==> src/rtl/gol_pkg.sv <==
// Shared definitions for the Game-of-Life generation store.
//   state_t  : controller states (IDLE, SCAN, DRAIN, SWAP)
//   rows_of  : number of rows for a given row-address width
//   DEF_*    : default WIDTH / REGBITS / CNTBITS values
package gol_pkg;

  localparam int DEF_WIDTH   = 8;
  localparam int DEF_REGBITS = 3;
  localparam int DEF_CNTBITS = 16;

  typedef enum logic [1:0] {
    IDLE  = 2'd0,
    SCAN  = 2'd1,
    DRAIN = 2'd2,
    SWAP  = 2'd3
  } state_t;

  function automatic int rows_of(input int regbits);
    return 1 << regbits;
  endfunction

endpackage

==> src/rtl/gol_bank.sv <==
// One ROWS x WIDTH row store of the ping-pong pair.
//   ph2            : clock, write on rising edge
//   we/waddr/wdata : single synchronous write port
//   raddr_a/b/c    : window read ports (above, current, below)
//   raddr_d        : display read port
//   rdata_a..d     : combinational read data
module gol_bank
  import gol_pkg::*;
#(
  parameter int WIDTH   = DEF_WIDTH,
  parameter int REGBITS = DEF_REGBITS
) (
  input  logic               ph2,
  input  logic               we,
  input  logic [REGBITS-1:0] waddr,
  input  logic [WIDTH-1:0]   wdata,
  input  logic [REGBITS-1:0] raddr_a,
  input  logic [REGBITS-1:0] raddr_b,
  input  logic [REGBITS-1:0] raddr_c,
  input  logic [REGBITS-1:0] raddr_d,
  output logic [WIDTH-1:0]   rdata_a,
  output logic [WIDTH-1:0]   rdata_b,
  output logic [WIDTH-1:0]   rdata_c,
  output logic [WIDTH-1:0]   rdata_d
);

  localparam int ROWS = rows_of(REGBITS);

  logic [WIDTH-1:0] mem [ROWS];

  // NOTE: the row array has no reset; its contents are meaningless until the
  // host loads them, and a reset would turn the array into individual flops.
  always_ff @(posedge ph2) begin
    if (we) mem[waddr] <= wdata;
  end

  assign rdata_a = mem[raddr_a];
  assign rdata_b = mem[raddr_b];
  assign rdata_c = mem[raddr_c];
  assign rdata_d = mem[raddr_d];

endmodule

==> src/rtl/gol_gen_buffer.sv <==
// Double-buffered Game-of-Life generation store.
// Scans the active bank row by row, presenting a registered above/current/
// below window over a valid/ready handshake, collects next-state rows into
// the shadow bank, then swaps banks and counts the generation.
//   ph2, reset                   : clock, async active-high reset
//   load_en/load_addr/load_data  : host row write into active bank (IDLE only)
//   start, busy                  : begin a generation / not IDLE
//   win_valid/win_ready/win_row/win_above/win_cur/win_below : window stream
//   nxt_we/nxt_addr/nxt_data     : next-state row write into shadow bank
//   gen_done, gen_count          : swap pulse, completed generation count
//   rd_addr, rd_data             : combinational readback of active bank
// Build option: define GOL_TORUS_EN for vertical toroidal wrap of the window;
// otherwise rows outside the grid read as dead (zero).
module gol_gen_buffer
  import gol_pkg::*;
#(
  parameter int WIDTH   = DEF_WIDTH,
  parameter int REGBITS = DEF_REGBITS,
  parameter int CNTBITS = DEF_CNTBITS
) (
  input  logic               ph2,
  input  logic               reset,
  input  logic               load_en,
  input  logic [REGBITS-1:0] load_addr,
  input  logic [WIDTH-1:0]   load_data,
  input  logic               start,
  output logic               busy,
  output logic               win_valid,
  input  logic               win_ready,
  output logic [REGBITS-1:0] win_row,
  output logic [WIDTH-1:0]   win_above,
  output logic [WIDTH-1:0]   win_cur,
  output logic [WIDTH-1:0]   win_below,
  input  logic               nxt_we,
  input  logic [REGBITS-1:0] nxt_addr,
  input  logic [WIDTH-1:0]   nxt_data,
  output logic               gen_done,
  output logic [CNTBITS-1:0] gen_count,
  input  logic [REGBITS-1:0] rd_addr,
  output logic [WIDTH-1:0]   rd_data
);

  localparam int ROWS = rows_of(REGBITS);
  localparam logic [REGBITS-1:0] LAST = REGBITS'(ROWS - 1);

  state_t             state;
  logic               bank_sel;
  logic [REGBITS-1:0] row;
  logic [ROWS-1:0]    mask;

  logic               load_wr, nxt_wr, accept;
  logic [REGBITS-1:0] nrow, above_addr, below_addr, waddr;
  logic [WIDTH-1:0]   wdata;
  logic               we0, we1;
  logic [WIDTH-1:0]   b0_above, b0_cur, b0_below, b0_rd;
  logic [WIDTH-1:0]   b1_above, b1_cur, b1_below, b1_rd;
  logic [WIDTH-1:0]   act_above, act_cur, act_below;
  logic [WIDTH-1:0]   next_above, next_cur, next_below;
  logic [ROWS-1:0]    one_hot, mask_next;
  logic               mask_full;

  assign load_wr = (state == IDLE) && load_en;
  assign nxt_wr  = ((state == SCAN) || (state == DRAIN)) && nxt_we;
  assign accept  = (state == SCAN) && win_valid && win_ready;

  // Row whose window is loaded on the next update: row 0 on start, else row+1.
  assign nrow       = (state == IDLE) ? '0 : row + REGBITS'(1);
  assign above_addr = nrow - REGBITS'(1);
  assign below_addr = nrow + REGBITS'(1);

  // Host loads and next-state writes never share a state, so one shared
  // address/data pair serves both banks; only the enables differ.
  assign waddr = load_wr ? load_addr : nxt_addr;
  assign wdata = load_wr ? load_data : nxt_data;
  assign we0   = (load_wr && !bank_sel) || (nxt_wr && bank_sel);
  assign we1   = (load_wr && bank_sel) || (nxt_wr && !bank_sel);

  gol_bank #(.WIDTH(WIDTH), .REGBITS(REGBITS)) u_bank0 (
    .ph2(ph2), .we(we0), .waddr(waddr), .wdata(wdata),
    .raddr_a(above_addr), .raddr_b(nrow), .raddr_c(below_addr), .raddr_d(rd_addr),
    .rdata_a(b0_above), .rdata_b(b0_cur), .rdata_c(b0_below), .rdata_d(b0_rd)
  );

  gol_bank #(.WIDTH(WIDTH), .REGBITS(REGBITS)) u_bank1 (
    .ph2(ph2), .we(we1), .waddr(waddr), .wdata(wdata),
    .raddr_a(above_addr), .raddr_b(nrow), .raddr_c(below_addr), .raddr_d(rd_addr),
    .rdata_a(b1_above), .rdata_b(b1_cur), .rdata_c(b1_below), .rdata_d(b1_rd)
  );

  assign act_above = bank_sel ? b1_above : b0_above;
  assign act_cur   = bank_sel ? b1_cur   : b0_cur;
  assign act_below = bank_sel ? b1_below : b0_below;
  assign rd_data   = bank_sel ? b1_rd    : b0_rd;

  // NOTE: every always_comb output gets a default first so no path leaves it
  // unassigned, which would infer a latch.
  always_comb begin
    next_above = act_above;
    next_cur   = act_cur;
    next_below = act_below;
`ifdef GOL_TORUS_EN
    // Address arithmetic already wraps modulo ROWS; nothing to mask.
`else
    if (nrow == '0)  next_above = '0;
    if (nrow == LAST) next_below = '0;
`endif
  end

  // Mask including this cycle's write, so completion is seen without delay.
  assign one_hot   = {{(ROWS-1){1'b0}}, 1'b1} << nxt_addr;
  assign mask_next = mask | (nxt_wr ? one_hot : '0);
  assign mask_full = &mask_next;

  // NOTE: state registers use non-blocking assignments so each one samples
  // pre-edge values regardless of statement order.
  always_ff @(posedge ph2 or posedge reset) begin
    if (reset) begin
      state     <= IDLE;
      bank_sel  <= 1'b0;
      row       <= '0;
      mask      <= '0;
      gen_count <= '0;
      gen_done  <= 1'b0;
      win_valid <= 1'b0;
      win_above <= '0;
      win_cur   <= '0;
      win_below <= '0;
    end else begin
      gen_done <= 1'b0;
      case (state)
        IDLE: begin
          if (start) begin
            state     <= SCAN;
            row       <= '0;
            mask      <= '0;
            win_valid <= 1'b1;
            win_above <= next_above;
            win_cur   <= next_cur;
            win_below <= next_below;
          end
        end
        SCAN: begin
          mask <= mask_next;
          if (accept) begin
            if (row == LAST) begin
              win_valid <= 1'b0;
              state     <= mask_full ? SWAP : DRAIN;
            end else begin
              row       <= nrow;
              win_above <= next_above;
              win_cur   <= next_cur;
              win_below <= next_below;
            end
          end
        end
        DRAIN: begin
          mask <= mask_next;
          if (mask_full) state <= SWAP;
        end
        SWAP: begin
          bank_sel  <= ~bank_sel;
          gen_done  <= 1'b1;
          gen_count <= gen_count + CNTBITS'(1);
          state     <= IDLE;
        end
        default: state <= IDLE;
      endcase
    end
  end

  assign busy    = (state != IDLE);
  assign win_row = row;

endmodule

==> config.mk <==
export PLATFORM = sky130hd
export DESIGN_NAME = gol_gen_buffer
export DESIGN_NICKNAME = d
export VERILOG_FILES = /design/src/rtl/gol_pkg.sv /design/src/rtl/gol_bank.sv /design/src/rtl/gol_gen_buffer.sv
export SDC_FILE = /design/constraint.sdc
export NUM_CORES = 1
export LEC_CHECK = 0
export CORE_UTILIZATION = 53
export CTS_CLUSTER_SIZE = 24
export DETAILED_ROUTE_END_ITERATION = 12
export MAX_ROUTING_LAYER = met4
export PLACE_DENSITY_LB_ADDON = 0.05
export SETUP_SLACK_MARGIN = 0.3
export SLEW_MARGIN = 5
export SYNTH_ARGS = -nofsm -noshare
export SYNTH_HDL_FRONTEND = slang
export SYNTH_SLANG_ARGS = --single-unit
export TNS_END_PERCENT = 50
==> constraint.sdc <==
create_clock -name ph2 -period 3.4 [get_ports ph2]
set_input_delay 0.34 -clock ph2 [delete_from_list [all_inputs] [get_ports ph2]]
set_output_delay 0.34 -clock ph2 [all_outputs]
set_load 0.02 [all_outputs]
==> results of run 1 <==
-- cell usage after synthesis, types with 16 or more instances --
cell	instances
buf_2	16
dfrtp_1	56
clkbuf_1	30
nor2_1	37
o21ai_0	19
mux2_2	30
mux2i_1	89
nand2_1	42
edfxtp_1	128
a31oi_1	28
mux4_2	74
o22ai_1	17
a21oi_1	25
-- logic make-up (layout without fill, tap and decap cells) --
group | after synthesis | after routing | share of synthesized area [%]
muxes | 193 | 193 | 27.7
AOI/OAI and AO/OA | 149 | 149 | 9.62
buffers and inverters | 73 | 171 | 3.33
adders and majority gates | 11 | 11 | 1.32
xor gates and xnor gates | 17 | 17 | 1.42
and+or+nand+nor | 141 | 141 | 6.50
DFF | 184 | 184 | 50.1
other | 0 | 1 | 0
-- sequential cells by signal, indices dropped and copies added, names as in the netlist --
register and count:
win_cur 8, gen_count 16, win_valid 1, win_above 8, mask 8, bank_sel 1, gen_done 1, state 2
u_bank0.mem 64, win_below 8, win_row 3, u_bank1.mem 64
-- worst min-delay path by stage --
stage	to	slack, ps	depth (start not counted)
floorplan	mask[7]$_DFFE_PP0P_	450	2
global placement	gen_count[15]$_DFFE_PP0P_	460	1
detailed placement	gen_count[15]$_DFFE_PP0P_	460	1
CTS	mask[1]$_DFFE_PP0P_	370	2
global route	mask[1]$_DFFE_PP0P_	420	2
finish	mask[1]$_DFFE_PP0P_	330	2
-- metal layers --
layer  vias to the layer above  GRT usage, %  share of wire (%)
li1                       3243             -                  -
met1                      3901          45.4                 40
met2                       473          53.8                 47
met3                        74          5.48                9.1
met4                         0          16.1                4.2
met5                         -             -                  0
-- layout by cell type (no fill, tap or decap), types with 19 or more instances in the layout --
master and n:
o21ai_0 19, edfxtp_1 128, a21oi_1 25, buf_4 36, mux4_2 74, mux2_2 30, nand2_1 42, nor2_1 37
dfrtp_1 55, clkdlybuf4s50_1 82, mux2i_1 89, a31oi_1 28
-- final cells by class --
type	instances	area [µm²]	area share, %
diodes	1	2.50	0.0203
clock buffers	17	425	3.44
clock inverters	15	190	1.54
inverters	13	57.6	0.466
multi-input cells	511	4880	39.6
flip-flops and latches	184	5250	42.5
well taps	265	332	2.68
repair buffers	126	1210	9.82
-- report_power, final --
group          total, mW  leakage [nW]  internal, mW  switching [mW]
clock               2.08         0.296          1.17           0.901
combinational       7.34          2.35          3.32            4.02
sequential          3.14          1.87          2.84           0.304
-- through the flow --
stage / hold slack (ps) / worst slack, ps / instances / total power, mW
after floorplan: 450 / 337 / 768 / 8.25
after global placement: 458 / 476 / 1099 / 10.2
after detailed placement: 464 / 333 / 1099 / 10.4
after CTS: 374 / 312 / 1131 / 12.5
after global routing: 423 / 310 / 1132 / 13.1
final: 325 / 367 / 1132 / 12.6
==> metrics.yaml, run 1 <==
logic_synthesis:
  synth_edf_count: 128
  synth-seq-cells: 184
  async_reset_ff_share_pct: 30.4
  synth_cell_types: 56
  ys.flop_type: "edfxtp_1"
  synth_top_area_cell: "edfxtp_1"
  avgSynthCellArea_um2: 13.6
  ys_seq_area_share_pct: 50.1
  synth_area_leaders: "edfxtp_1 37%, mux4_2 16%, dfrtp_1 13%"
  syn_area_um2: 10500
  syn-num-nets: 810
  synth_cells: 768
  synth_warnings: 0
  synth_top_area_share_pct: 36.7
power_and_ir_drop:
  p_leak_nw: 4.51
  pwr_density_cell_nw_per_um2: 1020
  vdd_ir_drop_max_v: 0.000672
critical_path:
  cp_slowest_cell: "clkdlybuf4s50_1"
  crit_cells: 5
  crit_end: "busy"
  r2r_slack_ps: 430
  cp-startpoint: "state[0]$_DFFE_PP0P_"
  worstPathArrival_ps: 2690
  end_kind: "output port"
  cp-start-kind: "flop"
  timing.critical_path.max_delay_family: "buffers and inverters"
  required_ps: 3060
  path_cells: "inv_1 > ha_1 > buf_4 > clkinv_1 > clkdlybuf4s50_1"
  cp_max_fo: 12
  reg2reg_depth: 11
  cp_num_buf_inv: 4
  r2r_start: "state[0]$_DFFE_PP0P_"
  timing.rr.end: "win_above[7]$_DFFE_PP0P_"
  max_stage_delay_ps: 740
  critical_path_class: "reg2out"
die:
  rows: 51
  dieArea_um2: 20300
  die_h_um: 142
  die_w_um: 142
  ios: 85
  core_um2: 19400
  start_util_pct: 53.9
hold_path:
  hp-class: "in2async"
cts:
  cts_tree: "built"
  htree_levels: 4
  clock_path_buffers: 2
  root_buffer: "clkbuf_16"
  clk_latency_ps: 440
  cts_buffers: 17
  clk_pin_slew_ps: 70
  cts_resized: 0
  post_cts_buffers: 0
  cts_hold_buffers: 0
  cts.sinks: 184
route:
  wl_per_cell_um: 28.9
  dr.pass1.iters: 5
  drt_iter0_drc: 960
  drt_wl_total_um: 32700
  antenna_left: 0
  vias_per_cell: 6.79
  drc: 0
  route.vias.total: 7691
timing:
  rsz0062_at_grt: "no"
  finalHoldViolations: 0
  tns_ps: 0
  worst_pin_slew_ps: 1070
  post-route-period-util_pct: 89.2
  report.final.slew_viol_count: 0
  slew_headroom_pct: 29.0
  max_freq_mhz: 330
  fin_crit_ps: 3030
  setup-violations-final: 0
  skew_ps: 8.66
placement:
  dpl_cell_area_um2: 11700
  gp_congestion: 0.911
  port_buffers: 84
  hpwlAfterDp_um: 21600
layout:
  synthToLayoutAreaGrowth_pct: 18.1
  drive_gt1_share_pct: 22.2
  fill_cells: 1515
  fin_area_um2: 12400
  final_util_pct: 63.7
  fin_nets: 895
global_routing:
  grtUsageTotal_pct: 34.8
  grt_start_max_net_pins: 68
  grt_pass1_vias: 7633
  antenna_found_initial: 1
  overflow: 0
  grt_pass1_wl_um: 48200
status:
  run_status: "completed"
run:
  max_cap_viol_count: 0
(Power assumes the default switching activity.)
==> run 2: changes to the inputs <==
--- a/config.mk
+++ b/config.mk
@@ -7,3 +7,3 @@
 export LEC_CHECK = 0
-export CORE_UTILIZATION = 53
+export CORE_UTILIZATION = 50
 export CTS_CLUSTER_SIZE = 24
--- a/constraint.sdc
+++ b/constraint.sdc
@@ -3,2 +3,2 @@
 set_output_delay 0.34 -clock ph2 [all_outputs]
-set_load 0.02 [all_outputs]
+set_load 0.05 [all_outputs]
==> metrics.yaml, run 2 (synthesis results as in run 1) <==
status:
  run_status: "completed"  # unchanged
layout:
  fin_nets: 890  # was 895
  layout_common_cells: "128 x edfxtp_1, 89 x mux2i_1, 75 x clkdlybuf4s50_1"  # was 128 x edfxtp_1, 89 x mux2i_1, 82 x clkdlybuf4s50_1
  synthToLayoutAreaGrowth_pct: 16.9  # was 18.1%
  layout.cells.non_filler: 1132  # unchanged
  drive_gt1_share_pct: 22.3  # was 22.2%
  layout_commonest_cell: "edfxtp_1"  # unchanged
  top_regs: "u_bank0.mem: 64 flops, u_bank1.mem: 64 flops, gen_count: 16 flops"  # unchanged
  fill_cells: 1589  # was 1515
timing:
  slew_headroom_pct: 19.1  # was 29.0%
  skew_ps: 10.1  # was 8.66 ps
  max_freq_mhz: 332  # was 330 MHz
  post-route-period-util_pct: 88.7  # was 89.2%
  report.final.slew_viol_count: 0  # unchanged
  fin_crit_ps: 3020  # was 3030 ps
  rsz0062_at_grt: "yes"  # was no
  worst_pin_slew_ps: 1210  # was 1070 ps
  tns_ps: 0  # unchanged
  finalHoldViolations: 0  # unchanged
  setup-violations-final: 0  # unchanged
global_routing:
  use_met3_pct: 8.56  # was 5.48%
  globalRouteMet1Util_pct: 41.8  # was 45.4%
  antenna_found_initial: 1  # unchanged
  grt.busiest_layer: "met2"  # unchanged
  overflow: 0  # unchanged
  grt_start_max_net_pins: 68  # unchanged
  grt_pass1_wl_um: 46400  # was 48200 µm
  grtUsageTotal_pct: 30.6  # was 34.8%
  use_met2_pct: 44.1  # was 53.8%
  grt_pass1_vias: 7448  # was 7633
cts:
  cts_tree: "built"  # unchanged
  clock_path_buffers: 2  # unchanged
  cts.sinks: 184  # unchanged
  cts_hold_buffers: 0  # unchanged
  htree_levels: 4  # unchanged
  cts_buffers: 17  # unchanged
  clk_latency_ps: 440  # about the same
  root_buffer: "clkbuf_16"  # unchanged
  clk_pin_slew_ps: 70  # about the same
power_and_ir_drop:
  switching_share_pct: 43.8  # was 41.6%
  seq_power_share_pct: 24.2  # was 25.0%
  internal_power_mw: 7.21  # was 7.33 mW
  pwr_density_cell_nw_per_um2: 1050  # was 1020 nW/µm²
  switching_power_mw: 5.63  # was 5.22 mW
  clkPwrFrac_pct: 14.9  # was 16.5%
  power_frac_comb_pct: 60.9  # was 58.4%
  vdd_ir_drop_max_v: 0.000802  # was 0.000672 V
  p_leak_nw: 4.47  # was 4.51 nW
run:
  max_cap_viol_count: 0  # unchanged
route:
  drt_wl_total_um: 30700  # was 32700 µm
  dr.pass1.iters: 5  # unchanged
  drt_iter0_drc: 803  # was 960
  antenna_left: 0  # unchanged
  drc: 0  # unchanged
  vias_per_cell: 6.60  # was 6.79
  wl_per_cell_um: 27.1  # was 28.9 µm
  route.vias.total: 7472  # was 7691
critical_path:
  worstPathArrival_ps: 3060  # was 2690 ps
  end_kind: "flop"  # was output port
  critical_path_class: "reg2reg"  # was reg2out
  cp-start-kind: "flop"  # unchanged
  required_ps: 3440  # was 3060 ps
  cp_max_fo: 13  # was 12
placement:
  port_buffers: 84  # unchanged
  dp_cells: 1099  # unchanged
  gp_congestion: 0.886  # was 0.911
  hpwlAfterDp_um: 21200  # was 21600 µm
die:
  start_util_pct: 51.4  # was 53.9%
  die_h_um: 147  # was 142 µm
  dieArea_um2: 21500  # was 20300 µm²
  ios: 85  # unchanged
  rows: 52  # was 51
  die_w_um: 147  # was 142 µm
  core_um2: 20400  # was 19400 µm²
hold_path:
  hp-class: "in2async"  # unchanged
## run 2: area by class of cell
type                            instances  area, µm²  area share (%)
Tap cell                              270        338            2.76
Clock inverter                         10       95.1           0.777
Multi-Input combinational cell        511       4880            39.9
Timing Repair Buffer                  121       1140            9.35
Sequential cell                       184       5250            42.9
Clock buffer                           22        464            3.80
Inverter                               13       57.6           0.471
Antenna cell                            1       2.50          0.0205
## run 2: layer usage
layer | share of wire, % | wire (µm)
met5 | 0 | 0
met4 | 2.5 | 759
met3 | 11 | 3330
met1 | 41 | 12700
met2 | 45 | 13900
## run 2: metrics by stage
stage / power, mW / hold WS, ps / util (%) / worst slack [ps] / area [µm²]
floorplan: 8.79 / 450 / - / 348 / 10500
global placement: 10.7 / 465 / 57.3 / 436 / 11700
detailed placement: 10.9 / 471 / 57.3 / 386 / 11700
CTS: 12.8 / 194 / 60.0 / 368 / 12200
global route: 13.5 / 223 / 60.1 / 269 / 12200
finish: 12.8 / 190 / 60.1 / 384 / 12200
## run 2: power groups by stage
stage	combinational [mW]	clock [mW]	sequential, mW
2_1_floorplan	5.08	0	3.71
3_3_place_gp	7.55	0	3.12
3_5_place_dp	7.74	0	3.15
4_1_cts	7.78	1.93	3.10
5_1_grt	8.29	2.02	3.15
6_report	7.82	1.91	3.11
## run 2: worst max-delay path, stage by stage, from the launching register on
cell and delay, ps:
dfrtp_1 410, inv_1 120, ha_1 270, buf_4 190, nand2_1 210, buf_4 250
a31oi_1 200, nor2_1 970
## run 2: final timing paths
check	startpoint	end	slack, ps	cells past startpoint
setup / recovery	state[0]$_DFFE_PP0P_	u_bank1.mem[5][2]$_DFFE_PP_	380	7
hold reg to reg	win_below[7]$_DFFE_PP0P_	win_below[7]$_DFFE_PP0P_	480	2
setup reg to reg	state[0]$_DFFE_PP0P_	u_bank1.mem[5][2]$_DFFE_PP_	380	7
min in group ph2	win_below[7]$_DFFE_PP0P_	win_below[7]$_DFFE_PP0P_	480	2
max in group asynchronous	reset	win_above[4]$_DFFE_PP0P_	2320	3
hold / removal	reset	gen_done$_DFF_PP0_	190	2
## run 2: what timing repair did
item | CTS | global route
setup buffers | 0 | 0
setup endpoints to repair | 0 | 18
resized for setup | 0 | 1
==> run 3: changes to the inputs <==
CAP_MARGIN = 20   (was unset)
SKIP_LAST_GASP = 1   (was unset)
==> metrics.yaml, run 3 (synthesis results as in run 1) <==
status:
  run_status: "completed"  # unchanged
route:
  dr.pass1.iters: 5  # unchanged
  antenna_left: 0  # unchanged
  dr_wl_met2_um: 14100  # was 13900 µm
  vias_per_cell: 6.73  # was 6.60
  wl_met3_um: 2990  # was 3330 µm
  drc: 0  # unchanged
  drt_wl_total_um: 30800  # was 30700 µm
  top_layer_used: "met4"  # unchanged
  drt_iter0_drc: 908  # was 803
  route.vias.total: 7615  # was 7472
  wl_met1_um: 13100  # was 12700 µm
  wl_per_cell_um: 27.2  # was 27.1 µm
layout:
  synthToLayoutAreaGrowth_pct: 17.4  # was 16.9%
  fin_nets: 891  # was 890
  layout_common_cells: "128 x edfxtp_1, 89 x mux2i_1, 75 x clkdlybuf4s50_1"  # unchanged
  top_regs: "u_bank0.mem: 64 flops, u_bank1.mem: 64 flops, gen_count: 16 flops"  # unchanged
  antenna_cells: 0  # was 1
  layout_commonest_cell: "edfxtp_1"  # unchanged
  fin_area_um2: 12300  # was 12200 µm²
  fill_cells: 1587  # was 1589
  final_util_pct: 60.3  # was 60.1%
  drive_gt1_share_pct: 22.7  # was 22.3%
power_and_ir_drop:
  switching_power_mw: 5.70  # was 5.63 mW
  vdd_ir_drop_max_v: 0.000579  # was 0.000802 V
  pwr_density_cell_nw_per_um2: 1060  # was 1050 nW/µm²
  switching_share_pct: 43.9  # was 43.8%
  clkPwrFrac_pct: 15.5  # was 14.9%
  p_leak_nw: 4.50  # was 4.47 nW
  seq_power_share_pct: 23.9  # was 24.2%
  power_frac_comb_pct: 60.6  # was 60.9%
  internal_power_mw: 7.29  # was 7.21 mW
timing:
  post-route-period-util_pct: 86.4  # was 88.7%
  tns_ps: 0  # unchanged
  setup-violations-final: 0  # unchanged
  finalHoldViolations: 0  # unchanged
  report.final.slew_viol_count: 0  # unchanged
  rsz0062_at_grt: "no"  # was yes
  max_freq_mhz: 341  # was 332 MHz
  worst_pin_slew_ps: 906  # was 1210 ps
  slew_headroom_pct: 39.0  # was 19.1%
  fin_crit_ps: 2940  # was 3020 ps
  skew_ps: 13.3  # was 10.1 ps
die:
  start_util_pct: 51.4  # unchanged
  dieArea_um2: 21500  # unchanged
  ios: 85  # unchanged
  die_w_um: 147  # unchanged
  core_um2: 20400  # unchanged
  rows: 52  # unchanged
  die_h_um: 147  # unchanged
placement:
  hpwlAfterDp_um: 21400  # was 21200 µm
  dpl_cell_area_um2: 11700  # about the same
  port_buffers: 84  # unchanged
  gp_congestion: 0.886  # unchanged
critical_path:
  cp_max_fo: 15  # was 13
  cp_num_buf_inv: 3  # unchanged
  cp_slowest_cell: "mux4_2"  # was nor2_1
  required_ps: 3760  # was 3440 ps
  max_stage_delay_ps: 560  # was 970 ps
  worstPathArrival_ps: 3290  # was 3060 ps
  critical_path_class: "reg2reg"  # unchanged
  end_kind: "flop"  # unchanged
  timing.critical_path.max_delay_family: "buffers and inverters"  # was simple AND/OR/NAND/NOR gates
  cp-start-kind: "flop"  # unchanged
  path_cells: "inv_1 > ha_1 > or2_1 > ha_1 > xnor2_2 > buf_4 > buf_4 > mux4_2 > o221ai_1"  # was inv_1 > ha_1 > buf_4 > nand2_1 > buf_4 > a31oi_1 > nor2_1
cts:
  cts.sinks: 184  # unchanged
  cts_buffers: 17  # unchanged
  clock_path_buffers: 2  # unchanged
  htree_levels: 4  # unchanged
  root_buffer: "clkbuf_16"  # unchanged
  clk_pin_slew_ps: 70  # about the same
  cts_hold_buffers: 0  # unchanged
  cts_tree: "built"  # unchanged
  clk_latency_ps: 450  # was 440 ps
global_routing:
  grtUsageTotal_pct: 30.4  # was 30.6%
  grt_start_max_net_pins: 68  # unchanged
  antenna_found_initial: 0  # was 1
  grt_pass1_vias: 7409  # was 7448
  grt_pass1_wl_um: 46200  # was 46400 µm
  overflow: 0  # unchanged
run:
  max_cap_viol_count: 0  # unchanged
hold_path:
  hp-class: "in2async"  # unchanged
-- run 3: cell count changes in the layout (fill, tap and decap cells not counted) --
cell | before | now
nor2b_2 | 0 | 1
clkbuf_16 | 17 | 19
inv_6 | 1 | 4
nor2b_1 | 4 | 3
clkinv_4 | 2 | 0
buf_6 | 0 | 1
diode_2 | 1 | 0
clkbuf_1 | 3 | 1
clkbuf_8 | 2 | 1
-- run 3: final timing paths --
| kind | start | endpoint | slack [ps] | depth (start not counted) |
|---|---|---|---|---|
| max in group asynchronous | reset | win_above[5]$_DFFE_PP0P_ | 2320 | 3 |
| min in group ph2 | gen_count[15]$_DFFE_PP0P_ | gen_count[15]$_DFFE_PP0P_ | 480 | 1 |
| max | state[0]$_DFFE_PP0P_ | win_above[3]$_DFFE_PP0P_ | 460 | 9 |
| max reg2reg | state[0]$_DFFE_PP0P_ | win_above[3]$_DFFE_PP0P_ | 460 | 9 |
| min reg2reg | gen_count[15]$_DFFE_PP0P_ | gen_count[15]$_DFFE_PP0P_ | 480 | 1 |
| min | reset | mask[2]$_DFFE_PP0P_ | 180 | 2 |
-- run 3: routing by layer --
| metal | global-route usage (%) | vias up |
|---|---|---|
| met5 | - | - |
| met4 | 9.11 | 0 |
| met3 | 5.81 | 49 |
| met2 | 44.2 | 440 |
| met1 | 43.5 | 3890 |
| li1 | - | 3236 |
-- run 3: repair_timing --
item                                    4_1_cts  5_1_grt
setup buffers                                 0        0
resized for setup                             0        2
hold endpoints to repair                      0        0
endpoints found under the setup margin        0       15
-- run 3: layout make-up --
| cell class | instances | area (µm²) | area share [%] |
|---|---|---|---|
| clock buffers | 21 | 493 | 4.01 |
| clock inverters | 11 | 104 | 0.846 |
| inverters | 13 | 57.6 | 0.469 |
| multi-input cells | 511 | 4880 | 39.8 |
| flip-flops and latches | 184 | 5250 | 42.7 |
| well taps | 270 | 338 | 2.75 |
| repair buffers | 122 | 1150 | 9.40 |
-- run 3: metrics by stage --
stage	std cells	total power [mW]	hold WS [ps]	worst slack, ps
floorplan	768	8.79	450	348
global placement	1099	10.7	465	436
detailed placement	1100	10.9	469	459
CTS	1132	12.9	184	426
global route	1132	13.6	221	304
finish	1132	13.0	177	463
-- run 3: power by group through the flow --
stage | combinational (mW) | clock [mW] | sequential, mW
2_1_floorplan | 5.08 | 0 | 3.71
3_3_place_gp | 7.55 | 0 | 3.12
3_5_place_dp | 7.74 | 0 | 3.15
4_1_cts | 7.78 | 2.03 | 3.10
5_1_grt | 8.31 | 2.11 | 3.14
6_report | 7.87 | 2.01 | 3.11
-- run 3: worst register-to-register path, stage by stage, from the launching register on --
cell      delay (ps)
dfrtp_1          420
inv_1            120
ha_1             290
or2_1            350
ha_1             260
xnor2_2          150
buf_4            280
buf_4            260
mux4_2           570
o221ai_1         180
